==> src/rtl/shift32_sequencer.sv <==
// Sequences a 32-bit logical right shift through one shared 16-bit right shifter,
// using up to three passes per request; one request in flight at a time.
module shift32_sequencer (
    input  logic        clk,
    input  logic        rst,
    input  logic        req_valid,
    output logic        req_ready,
    input  logic [31:0] req_data,
    input  logic [4:0]  req_amt,
    output logic        rsp_valid,
    input  logic        rsp_ready,
    output logic [31:0] rsp_data,
    output logic        busy,
    output logic [15:0] sh_in,
    output logic [3:0]  sh_offset,
    input  logic [15:0] sh_out
);

    localparam int unsigned DATA_W = 32;
    localparam int unsigned HALF_W = 16;
    localparam int unsigned AMT_W  = 5;
    localparam int unsigned OFF_W  = 4;

    typedef enum logic [2:0] {
        IDLE     = 3'd0,
        PASS_HI  = 3'd1,
        PASS_LO  = 3'd2,
        PASS_X   = 3'd3,
        PASS_L16 = 3'd4,
        DONE     = 3'd5
    } state_t;

    function automatic logic [HALF_W-1:0] bitrev16(input logic [HALF_W-1:0] x);
        logic [HALF_W-1:0] r;
        for (int i = 0; i < int'(HALF_W); i++) begin
            r[i] = x[int'(HALF_W) - 1 - i];
        end
        return r;
    endfunction

    state_t              state, state_d;
    logic [HALF_W-1:0]   hi_q, hi_d, lo_q, lo_d;
    logic [AMT_W-1:0]    amt_q, amt_d;
    logic [DATA_W-1:0]   rsp_data_d;
    logic                rsp_valid_d, busy_d;
    logic [HALF_W-1:0]   sh_in_d;
    logic [OFF_W-1:0]    sh_offset_d;

    // req_ready is gated by rst so nothing is accepted while reset is asserted
    assign req_ready = (state == IDLE) && !rst;

    always_ff @(posedge clk) begin
        if (rst) begin
            state     <= IDLE;
            hi_q      <= '0;
            lo_q      <= '0;
            amt_q     <= '0;
            rsp_data  <= '0;
            rsp_valid <= 1'b0;
            busy      <= 1'b0;
            sh_in     <= '0;
            sh_offset <= '0;
        end else begin
            state     <= state_d;
            hi_q      <= hi_d;
            lo_q      <= lo_d;
            amt_q     <= amt_d;
            rsp_data  <= rsp_data_d;
            rsp_valid <= rsp_valid_d;
            busy      <= busy_d;
            sh_in     <= sh_in_d;
            sh_offset <= sh_offset_d;
        end
    end

    always_comb begin
        state_d     = state;
        hi_d        = hi_q;
        lo_d        = lo_q;
        amt_d       = amt_q;
        rsp_data_d  = rsp_data;
        sh_in_d     = '0;
        sh_offset_d = '0;

        case (state)
            IDLE: begin
                if (req_valid) begin
                    hi_d  = req_data[DATA_W-1:HALF_W];
                    lo_d  = req_data[HALF_W-1:0];
                    amt_d = req_amt;
                    if (req_amt == '0) begin
                        rsp_data_d = req_data;
                        state_d    = DONE;
                    end else if (req_amt[AMT_W-1]) begin
                        rsp_data_d = '0;
                        state_d    = PASS_L16;
                    end else begin
                        rsp_data_d = '0;
                        state_d    = PASS_HI;
                    end
                end
            end
            PASS_HI: begin
                rsp_data_d[DATA_W-1:HALF_W] = sh_out;
                state_d = PASS_LO;
            end
            PASS_LO: begin
                rsp_data_d[HALF_W-1:0] = sh_out;
                state_d = PASS_X;
            end
            // Bits of hi that spill into the low half: reverse, right shift, reverse back.
            PASS_X: begin
                rsp_data_d[HALF_W-1:0] = rsp_data[HALF_W-1:0] | bitrev16(sh_out);
                state_d = DONE;
            end
            PASS_L16: begin
                rsp_data_d = {HALF_W'(0), sh_out};
                state_d    = DONE;
            end
            DONE: begin
                if (rsp_ready) begin
                    state_d = IDLE;
                end
            end
            default: state_d = IDLE;
        endcase

        // Shifter drive is registered from the upcoming state so it lines up with that pass.
        case (state_d)
            PASS_HI: begin
                sh_in_d     = hi_d;
                sh_offset_d = amt_d[OFF_W-1:0];
            end
            PASS_LO: begin
                sh_in_d     = lo_d;
                sh_offset_d = amt_d[OFF_W-1:0];
            end
            PASS_X: begin
                sh_in_d     = bitrev16(hi_d);
                sh_offset_d = OFF_W'(AMT_W'(HALF_W) - amt_d);
            end
            PASS_L16: begin
                sh_in_d     = hi_d;
                sh_offset_d = amt_d[OFF_W-1:0];
            end
            default: begin
                sh_in_d     = '0;
                sh_offset_d = '0;
            end
        endcase

        rsp_valid_d = (state_d == DONE);
        busy_d      = (state_d != IDLE);
    end

endmodule

==> config.mk <==
export PLATFORM = sky130hd
export DESIGN_NAME = shift32_sequencer
export DESIGN_NICKNAME = d
export VERILOG_FILES = /design/src/rtl/shift32_sequencer.sv
export SDC_FILE = /design/constraint.sdc
export NUM_CORES = 1
export LEC_CHECK = 0
export ABC_AREA = 1
export CORE_ASPECT_RATIO = 0.6
export CORE_MARGIN = 2
export CORE_UTILIZATION = 49
export DETAILED_ROUTE_END_ITERATION = 8
export PLACE_DENSITY = 0.8
export SYNTH_ARGS = -nofsm -noshare
export SYNTH_HDL_FRONTEND = slang
export SYNTH_SLANG_ARGS = --single-unit
==> constraint.sdc <==
create_clock -name clk -period 2.2 [get_ports clk]
set_clock_uncertainty 0.2 [all_clocks]
set_input_delay 0.44 -clock clk [delete_from_list [all_inputs] [get_ports clk]]
set_output_delay 0.44 -clock clk [all_outputs]
set_load 0.1 [all_outputs]
[Yosys cells after proc, flatten, opt, wreduce, memory -nomap -nowiden]
Index checks and enable logic that the tools add are counted.
Storage, ports and cells
  flip-flop bits (word level): 94
  bits of input ports: 57
  word-level logic and storage cells: 53
Cells by class
  eq/ne operators: 11
  reductions and logical operators: 13
  muxes and demuxes: 17
  $add $sub $neg: 1
  bitwise operators: 1
Operator list (count)
  one-hot mux 16 bit (3 select lines): 3
  two-way mux 16 bit: 4
  two-way mux 32 bit: 2
  OR 16 bit: 1
  one-hot mux 3 bit (5 select lines): 1
  == test 3 x 2 -> 1 bit (second input constant): 4
  == test 3 bit (second input constant): 4
  two-way mux 3 bit: 4
  two-way mux 5 bit: 2
  nonzero test 3 bit: 3
  one-hot mux 4 bit (2 select lines): 1
  == test 3 x 1 -> 1 bit (second input constant): 2
  OR reduction 2 bit: 3
  zero test 5 bit: 1
  AND reduction 2 bit: 2
  subtractor 1 x 4 -> 4 bit (first input constant): 1
  zero test 3 bit: 1
  OR reduction 3 bit: 1
  inequality test 2 bit (second input constant): 1
  logical AND 1 bit: 1
  zero test 1 bit: 1

[Logic depth before layout (Yosys ltp)]
  depth after elaboration: 7
  gate-level depth with buffers: 12

[Least setup slack after synthesis]
Ideal clock, no wire load.
  path kind: input-to-output
  from: in rst
  to: out req_ready
  path buffers: 3
  setup slack: -0.716 ns
  data arrival time: 2.276 ns
  data required time: 1.560 ns
  stages: 4
  cell sequence: clkbuf_1 clkbuf_1 clkbuf_1 nor2_1
On the way
  word-level cells in the longest chain between the ends: 2
RTL lines
  start: declaration: RTL line 5  | input logic rst,
  zero test 1 bit: RTL line 50  | assign req_ready = (state == IDLE) && !rst;
  logical AND 1 bit: RTL line 50
  end: declaration: RTL line 7  | output logic req_ready,
No other way between the ends.

[Final worst setup path]
  from: reg state[0]
  to: reg rsp_data[24]
On the way
  word-level cells in the longest chain between the ends: 3
  elaborated cells between the ends (all ways): 7
  those cells by class: 3 x eq/ne; 1 x mux; 3 x reduce/logical
RTL lines
  start: declaration: RTL line 41  | state_t state, state_d;
  start signal: assignment: RTL line 64  | state <= state_d;
  == test 3 bit, or another cell as far along: RTL line 85  | case (state)
  nonzero test 3 bit (no line) / inequality test 2 bit (equally long branches)
  AND reduction 2 bit (no line)
  end signal: assignment: RTL line 68  | rsp_data <= rsp_data_d;
  end: declaration: RTL line 12  | output logic [31:0] rsp_data,
Parallel ways exist; a longest one is shown, timed or not.
A chain may end at the register's enable or synchronous reset.

==> impl_metrics.ini <==
[placed_design]
dp_hpwl_um = 10500
post_dp_cell_area_sq_um = 5630
gp_congestion = 0.852
place_inst = 827
pre_cts_slack_ns = -0.163
numPortBuffers = 111

[global_routing]
grt_pass1_vias = 4251
grt_usage = 0.291
grt_pass1_wl_um = 21900
antenna_found_initial = 0
grt_max_degree = 44
gr-total-overflow = 0

[setup_path]
reg2reg_from = state[0]
required_ns = 2.24
worstPathArrival_ns = 2.14
worstSetupStartpointType = flop
ff2ff_path_depth = 8
crit_path_max_fanout = 14
rr_endpoint = rsp_data[24]
end_kind = flop
worstSetupPathType = flop to flop
ff2ff_setup_slack_ns = 0.10

[yosys]
synthFlopType = dfxtp_1
ys_seq_area_frac = 0.428
async_reset_ff_frac = 0
synth_seq_cells = 93
synth_top_family_by_area = simple AND/OR/NAND/NOR gates
synth-edff-count = 0
synth_most_common_cell = nand2_1
synth_common_cells = nand2_1, dfxtp_1, inv_1
yosysUniqueCellTypes = 32
synth_mux_area_frac = 0
synth_fa_ha_area_frac = 0.00288
syn_nets = 673
yosysTopAreaCellShare = 0.428
yosys.area_share.simple = 0.253
syn-cell-area_sq_um = 4350
synth_top_cell_by_area = dfxtp_1
ys.warnings.count = 0
synth_compound_area_frac = 0.203
synth_cells = 615
synth_xor_area_frac = 0
synth_area_per_cell_sq_um = 7.07
synthTopCellsByArea = dfxtp_1, nand2_1, inv_1

[power_and_ir_drop]
power.density_nw_per_um2 = 1390
irDropWorstVdd_uv = 672
p_leak_nw = 2.73

[die]
rows = 26
die_area_sq_um = 9660
die_y_um = 76.9
start_util = 0.508
core_area_sq_um = 8560
die_w_um = 126
io_pins = 112

[clock_tree]
cts_tree = yes
clk_pin_slew_ns = 0.07
cts-buffers-inserted = 9
clock_latency_ns = 0.35
post_cts_buffers = 0
cts_buffer_depth = 2
cts.sinks = 93
cts_root_buffer = clkbuf_16
htree_num_levels = 3

[sta]
whs_ns = 0.275
maxSlewViolCount = 0
period_share = 0.954
min_period_ns = 2.10
setup_viol = 0
finalHoldViolCount = 0
maxSlewHeadroom = 0.357
fin_ws_ns = 0.102
max_clock_freq_mhz = 477
tightestPinTransition_ns = 0.964
rsz0062_at_grt = no

[cells_and_area]
drive_gt1_frac = 0.178
final_cell_count_no_fill = 842
nets = 784
fin_util = 0.693
insertedDiodeCount = 0
fillCellCount = 704
area_growth_pct = 36.4
final_area_sq_um = 5930

[run]
cap_violations = 0

[drt]
route.detailed.drc = 0
num_vias = 4641
drt_iter0_markers = 618
routedWlPerCell_um = 16.8
drtPass1Iterations = 5
drt_wl_total_um = 14100
viasPerCell = 5.51
antenna_left = 0

[min_path]
whs_endpoint = lo_q[15]
hp-start = lo_q[15]
holdPathStages = 2
hold_class = flop to flop

[outcome]
status = finished clean
-- how the worst max path moves through the flow --
| stage | slack [ns] | from | endpoint |
|---|---|---|---|
| after global placement | -0.1 | req_valid | sh_in[0] |
| after detailed placement | -0.16 | req_valid | sh_in[6] |
| after global routing | 0.009 | state[0] | rsp_data[29] |
| after CTS | 0.06 | state[1] | sh_in[6] |
| after floorplan | 0.03 | rst | req_ready |
| final | 0.10 | state[0] | rsp_data[24] |
-- cells by family after synthesis --
family,after synthesis
AO/OA/AOI/OAI,149
adder cells (fa/ha/maj),1
buffers and inverters,121
flip-flops,93
AND/OR/NAND/NOR,251
-- where the power goes --
group          switching (W)  total [W]  leakage [nW]  internal (W)
clock network       0.000671    0.00146         0.135      0.000792
registers           0.000206    0.00228         0.768       0.00208
logic                0.00327    0.00448          1.83       0.00122
-- flip-flops by register name, indices dropped and copies added (netlist names) --
signal     cells
rsp_data      32
hi_q          16
lo_q          16
sh_in         16
amt_q          4
sh_offset      4
state          3
busy           1
rsp_valid      1
-- area by class of cell --
class	count	area (sq um)	area share
inverters	87	329	0.0555
clock inverters	5	35.0	0.00591
well taps	112	140	0.0236
flip-flops and latches	93	1860	0.314
repair buffers	134	1320	0.223
clock buffers	10	239	0.0403
multi-input cells	401	2000	0.338
-- cell usage in the layout (no fill, tap or decap), drive strengths merged --
cell type	synthesis	layout
nor3	1	1
a21oi	49	49
nand3	30	30
buf	17	79
clkinvlp	0	1
clkbuf	17	10
ha	1	1
clkdlybuf4s50	0	55
a211oi	1	1
and3	1	1
inv	87	88
clkinv	0	3
or2	15	15
o211ai	30	30
nand4	17	17
o21ai	53	53
nand2	129	129
dfxtp	93	93
nor2	58	58
o21a	15	15
a31oi	1	1
-- timing repair --
item,in CTS,in global routing
hold buffers,0,0
setup endpoints to repair,0,45
resized for setup,0,7
-- per-stage QoR --
step	total power (W)	TNS (ns)
finish	0.00823	0
detailed placement	0.00671	-2.33
floorplan	0.00553	0
global route	0.00857	0
global placement	0.00661	-0.920
CTS	0.00818	0
-- routing by layer --
metal | up-vias | part of all wire | global-route usage
met5 | - | 0 | 0
met4 | 0 | 0.024 | 0.0989
met3 | 35 | 0.11 | 0.0642
met2 | 265 | 0.43 | 0.427
met1 | 2128 | 0.44 | 0.421
li1 | 2213 | - | -
-- worst max-delay path, stage by stage, from the launching register on --
cell	delay, ns
dfxtp_1	0.42
inv_1	0.11
nor2_1	0.21
nand2_2	0.16
inv_2	0.23
o21ai_4	0.17
buf_4	0.18
a21oi_1	0.21
a21oi_1	0.10
No activity file was read; power rests on OpenSTA's default activity.
==> edit 1: new RTL, same flow settings <==
Take the reset off `hi_q`, `lo_q`, `rsp_data`, `sh_in` and `sh_offset` and load them in a clocked block of their own.
--- a/src/rtl/shift32_sequencer.sv
+++ b/src/rtl/shift32_sequencer.sv
@@ -52,25 +52,23 @@
     always_ff @(posedge clk) begin
         if (rst) begin
             state     <= IDLE;
-            hi_q      <= '0;
-            lo_q      <= '0;
             amt_q     <= '0;
-            rsp_data  <= '0;
             rsp_valid <= 1'b0;
             busy      <= 1'b0;
-            sh_in     <= '0;
-            sh_offset <= '0;
         end else begin
             state     <= state_d;
-            hi_q      <= hi_d;
-            lo_q      <= lo_d;
             amt_q     <= amt_d;
-            rsp_data  <= rsp_data_d;
             rsp_valid <= rsp_valid_d;
             busy      <= busy_d;
-            sh_in     <= sh_in_d;
-            sh_offset <= sh_offset_d;
         end
+    end
+
+    always_ff @(posedge clk) begin
+        hi_q      <= hi_d;
+        lo_q      <= lo_d;
+        rsp_data  <= rsp_data_d;
+        sh_in     <= sh_in_d;
+        sh_offset <= sh_offset_d;
     end
 
     always_comb begin
Check against the original RTL: not equivalent (Yosys sat finds a counterexample within 4 cycles, from zero or initial values and one cycle with rst high).
==> edit 1 against the original RTL <==
  * Synthesized cell count down 26%
  * Via count down 19%
  * Worst setup slack better by 0.043 ns
  * Routed wire length down 17%
  * Global-route usage down 1.9 points
  * Cell count down 17%
  * First-iteration DRC count down 46%
  * Sequential cell count unchanged
  * Area after synthesis down 8.9%
  * Worst hold slack worse by 0.018 ns
  * Design area down 5.7%
  * Critical path type is now flip-flop to primary output
  * Critical endpoint is now req_ready
Power is left out: the tool's default activity adds up to more than one toggle a clock period on the data nets, which glitch-free logic cannot reach.
==> edit 1: results (changes against the original RTL) <==
* CTS Buf Count at 9 (unchanged)
* Status: finished clean
* Post-layout nets at 648 (-17%)
* Worst skew pair latency at 0.35 ns (about the same)
* DP HPWL at 8.50 mm (-19%)
* Vias after detailed routing at 3779 (-19%)
* Cells resized by post-CTS repair at 0 (unchanged)
* Drt pass-1 iters at 5 (unchanged)
* Largest register by flop count: rsp_data
* Initial antenna violation count at 0 (unchanged)
* IO buf count at 111 (unchanged)
* Post-CTS setup buffer count at 0 (unchanged)
* Synth area leaders: dfxtp_1 (31%), edfxtp_1 (24%), nand2_1 (14%)
* Yosys Warn Count at 0 (unchanged)
* Ant. Diodes at 0 (unchanged)
* EDFF count, synth at 32 (+32)
* Setup slack at placement at -0.0921 ns (+0.0708 ns)
* Clock-pin slew on the worst setup and hold paths at roughly 0.060 ns
* Hold depth at 2 (unchanged)
* Prevailing post-synth register cell: dfxtp_1
* First-pass GRT wire length at 18.2 mm (-17%)
* Placer Congestion at 0.868 (+1.9%)
* H-tree depth at 3 (unchanged)
* CP Max Fanout at 7 (-7)
* Critical Path AT at 1.41 ns (-0.73 ns)
* Reg-to-Reg End: sh_offset[2]
* Fraction of layout cells with a size suffix above 1 at 24.0% (+6.2 points)
* R2r worst-path depth at 8 (unchanged)
* Clk root buf: clkbuf_16
* Total GRT Usage at 27.1% (-1.9 points)
* Cell variety after synth at 28 (-13%)
* Seq/Total Area, Yosys at 55.1% (+12 points)
* Launch point of the worst reg-to-reg path: state[1]
* Flop-to-flop setup slack at 0.18 ns (+0.08 ns)
* Largest register FFs at 32 (unchanged)
* CTS Buffer Depth at 2 (unchanged)
* Largest net degree at the start of global routing at 37 (-16%)
* Worst Hold End: lo_q[6]
* Worst Max-Slew Pin Slew at 0.370 ns (-0.594 ns)
* Post-Route WL at 11.7 mm (-17%)
* Post-synth net total at 511 (-24%)
* HP Start: lo_q[6]
* Iter 0 DRT Violations at 334 (-46%)
* Post-synth ARST share at 0% (unchanged)
* Hold crit path type: flip-flop to flip-flop
* Most instantiated cells after synthesis: nand2_1 (143), dfxtp_1 (61), inv_1 (61), edfxtp_1 (32), o21ai_0 (19)
[edit 1: metrics by stage]
| step | std cells | util, % | cell area [µm²] | hold WS (ns) | TNS, ns |
|---|---|---|---|---|---|
| final | 703 | 71.2 | 5590 | 0.257 | 0 |
| after detailed placement | 687 | 67.1 | 5270 | 0.240 | -0.179 |
| after CTS | 703 | 71.2 | 5590 | 0.255 | 0 |
| after global routing | 703 | 71.2 | 5590 | 0.272 | 0 |
| after floorplan | 453 | - | 3960 | 0.223 | 0 |
| after global placement | 687 | 67.1 | 5270 | 0.235 | -0.0343 |
[edit 1: layer usage]
layer	up-vias	part of all wire [%]	GRT usage [%]
li1	1768	-	-
met1	1759	41	33.0
met2	217	47	45.1
met3	35	9.2	7.30
met4	0	2.6	14.1
met5	-	0	0
[edit 1: cell families (layout without fill, tap and decap cells)]
kind of cell / after synthesis / after routing / synth area share (%)
and+or+nand+nor: 188 / 188 / 19.8
DFF: 93 / 93 / 55.1
buffers and inverters: 86 / 228 / 8.85
AOI/OAI and AO/OA: 85 / 85 / 15.9
adders and majority gates: 1 / 1 / 0.316
[edit 1: how the worst max path moves through the flow]
| stage | startpoint | to | slack (ns) |
|---|---|---|---|
| 2_1_floorplan | rst | req_ready | 0.11 |
| 3_3_place_gp | req_valid | sh_offset[2] | -0.03 |
| 3_5_place_dp | req_valid | sh_offset[2] | -0.09 |
| 4_1_cts | state[1] | req_ready | 0.15 |
| 5_1_grt | state[1] | sh_in[8] | 0.06 |
| 6_report | state[1] | req_ready | 0.15 |
[edit 1: layout make-up]
type | count | area, µm²
sequential | 93 | 2180
multi-input combinational | 274 | 1430
tap | 108 | 135
fill | 612 | 2260
timing repair buffer | 143 | 1260
inverter | 69 | 262
clock buffer | 11 | 254
clock inverter | 5 | 63.8
[edit 1: critical path, stage by stage (launching register included)]
cell	delay [ns]
dfxtp_1	0.40
nor2_4	0.22
nand2_2	0.12
nor2_2	0.14
buf_12	0.19
==> edit 2: new RTL, same flow settings <==
Without the edit above. The 6 states of `state_t` get a Gray code encoding in 3 bits.
--- a/src/rtl/shift32_sequencer.sv
+++ b/src/rtl/shift32_sequencer.sv
@@ -22,12 +22,12 @@
     localparam int unsigned OFF_W  = 4;
 
     typedef enum logic [2:0] {
-        IDLE     = 3'd0,
-        PASS_HI  = 3'd1,
-        PASS_LO  = 3'd2,
-        PASS_X   = 3'd3,
-        PASS_L16 = 3'd4,
-        DONE     = 3'd5
+        IDLE     = 3'b000,
+        PASS_HI  = 3'b001,
+        PASS_LO  = 3'b011,
+        PASS_X   = 3'b010,
+        PASS_L16 = 3'b110,
+        DONE     = 3'b111
     } state_t;
 
     function automatic logic [HALF_W-1:0] bitrev16(input logic [HALF_W-1:0] x);
Function: no difference found for any inputs over 10 cycles, from zero or initial values and one cycle with rst high; not proved beyond that.
==> edit 2 against the original RTL <==
  * Area after synthesis is 1.8% higher
  * Total power rose by 12%
  * Sequential power increased by 3%
  * Design area grew 2.4%
  * Worst setup slack got worse by 0.0025 ns
  * Routed wire length up 2.9%
  * Sequential share of layout area shrank 0.75 points
  * Count of clock-buffer cells in the layout is 1 lower
  * Sequential cell count unchanged
  * Critical path type is now input port to flip-flop
==> edit 2: results (changes against the original RTL) <==
* Status: finished clean
* Ant. Diodes at 0 (unchanged)
* Non-Filler Instances at 864 (+2.6%)
* Drt pass-1 iters at 6 (+1)
* Largest register by flop count: rsp_data
* Synth area leaders: dfxtp_1 (42%), nand2_1 (8.2%), nand3_1 (7.8%)
* Critical Path AT at 2.19 ns (+0.05 ns)
* Post-layout nets at 805 (+2.7%)
* Seq/Total Area, Yosys at 42.1% (-0.74 points)
* R2r worst-path depth at 10 (+2)
* DP HPWL at 10.6 mm (+0.72%)
* Total GRT Usage at 30.2% (+1.1 points)
* Max Fclk at 476 MHz (-0.12%)
* H-tree depth at 3 (unchanged)
* Clock sink count at 93 (unchanged)
* Flop-to-flop setup slack at 0.12 ns (+0.02 ns)
* Fill cells at 702 (-0.28%)
* Synthesized area per cell at 7.19 µm² (+1.8%)
* Cell variety after synth at 31 (-3.1%)
* Largest register FFs at 32 (unchanged)
* Leakage Power at 0.00274 µW (+0.28%)
* Iter 0 DRT Violations at 538 (-13%)
* Most instantiated cells after synthesis: nand2_1 (97), dfxtp_1 (93), inv_1 (82), nand3_1 (69), nor2_1 (46)
* Number of global-route vias before repair at 4473 (+5.2%)
* Psw at 4800 µW (+16%)
* CTS Buf Count at 9 (unchanged)
* Worst Max-Slew Pin Slew at 0.357 ns (-0.607 ns)
* Placer Congestion at 0.913 (+7.2%)
* Largest net degree at the start of global routing at 33 (-25%)
* Hold depth at 2 (unchanged)
* Placed cell areas at 0.00576 mm² (+2.4%)
* Fraction of layout cells with a size suffix above 1 at 19.3% (+1.5 points)
* Initial antenna violation count at 0 (unchanged)
* Total congestion overflow at 0 (unchanged)
* Final setup violation count at 0 (unchanged)
* CP Max Fanout at 13 (-1)
* Vias after detailed routing at 4730 (+1.9%)
* Setup slack at placement at -0.187 ns (-0.0237 ns)
* Hold_buf cts at 0 (unchanged)
* First-pass GRT wire length at 23.3 mm (+6.5%)
* Post-Route WL at 14.5 mm (+2.9%)
* Placed Instances at 848 (+2.5%)
* Post-synth net total at 673 (unchanged)
* CTS Buffer Depth at 2 (unchanged)
* Peak VDD IR at 0.00128 V (+91%)
[edit 2: cell types whose count changed after synthesis, moves of 10 or more]
| cell | change |
|---|---|
| o211ai_1 | -30 |
| a21oi_1 | -38 |
| o21ai_1 | +11 |
| nand2_1 | -27 |
| o22ai_1 | +11 |
| a31oi_1 | +31 |
| or2_2 | -12 |
| nand3_1 | +40 |
| or2_0 | +10 |
[edit 2: per-layer routing]
metal / track usage [%] / up-vias / part of all wire, %
met4: 8.02 / 0 / 1.9
li1: - / 2290 / -
met5: 0 / - / 0
met1: 44.1 / 2121 / 45
met2: 41.9 / 293 / 40
met3: 10.8 / 26 / 13
[edit 2: metrics by stage]
| step | util [%] | hold slack [ns] | setup TNS (ns) |
|---|---|---|---|
| 6_report | 70.4 | 0.348 | 0 |
| 5_1_grt | 70.4 | 0.370 | 0 |
| 4_1_cts | 70.3 | 0.348 | 0 |
| 3_5_place_dp | 66.9 | 0.334 | -1.67 |
| 3_3_place_gp | 66.9 | 0.330 | -1.57 |
| 2_1_floorplan | - | 0.327 | 0 |
[edit 2: timing repair]
| action | 4_1_cts | 5_1_grt |
|---|---|---|
| endpoints found under the setup margin | 0 | 1 |
| gates resized for setup | 0 | 1 |
| buffers inserted | 0 | 0 |
[edit 2: final timing paths]
path | from | endpoint
min | rsp_data[29] | rsp_data[29]
min reg2reg | rsp_data[29] | rsp_data[29]
max reg2reg | state[2] | sh_in[3]
max | req_valid | sh_in[6]
[edit 2: kinds of logic (layout without fill, tap and decap cells)]
group / count (synthesis) / in the layout / share of synthesized area (%)
XOR/XNOR: 1 / 1 / 0.198
AND/OR/NAND/NOR: 267 / 267 / 28.9
adder cells (fa/ha/maj): 1 / 1 / 0.283
flip-flops: 93 / 93 / 42.1
buffers and inverters: 125 / 262 / 11.7
AO/OA/AOI/OAI: 128 / 128 / 16.8
[edit 2: area by class of cell]
| type | instances | area (µm²) | area share [%] |
|---|---|---|---|
| inverters | 87 | 329 | 5.42 |
| clock buffers | 9 | 225 | 3.71 |
| multi-input cells | 397 | 2050 | 33.8 |
| clock inverters | 7 | 75.1 | 1.24 |
| flip-flops and latches | 93 | 1860 | 30.7 |
| repair buffers | 159 | 1390 | 22.9 |
| well taps | 112 | 140 | 2.31 |
[edit 2: worst max-delay path, stage by stage]
cell and delay, ns:
clkdlybuf4s50_1 0.52, nand3_4 0.18, buf_4 0.24, buf_4 0.16
o21ai_1 0.30, nand4_1 0.15, nand3_1 0.10, nand2_1 0.05
inv_1 0.05
[edit 2: power groups by stage]
stage	registers, µW	logic, µW	clock network (µW)
2_1_floorplan	4380	1800	0
3_5_place_dp	2360	5240	0
4_1_cts	2330	5260	1590
3_3_place_gp	2350	5180	0
6_report	2340	5320	1570
5_1_grt	2380	5610	1670
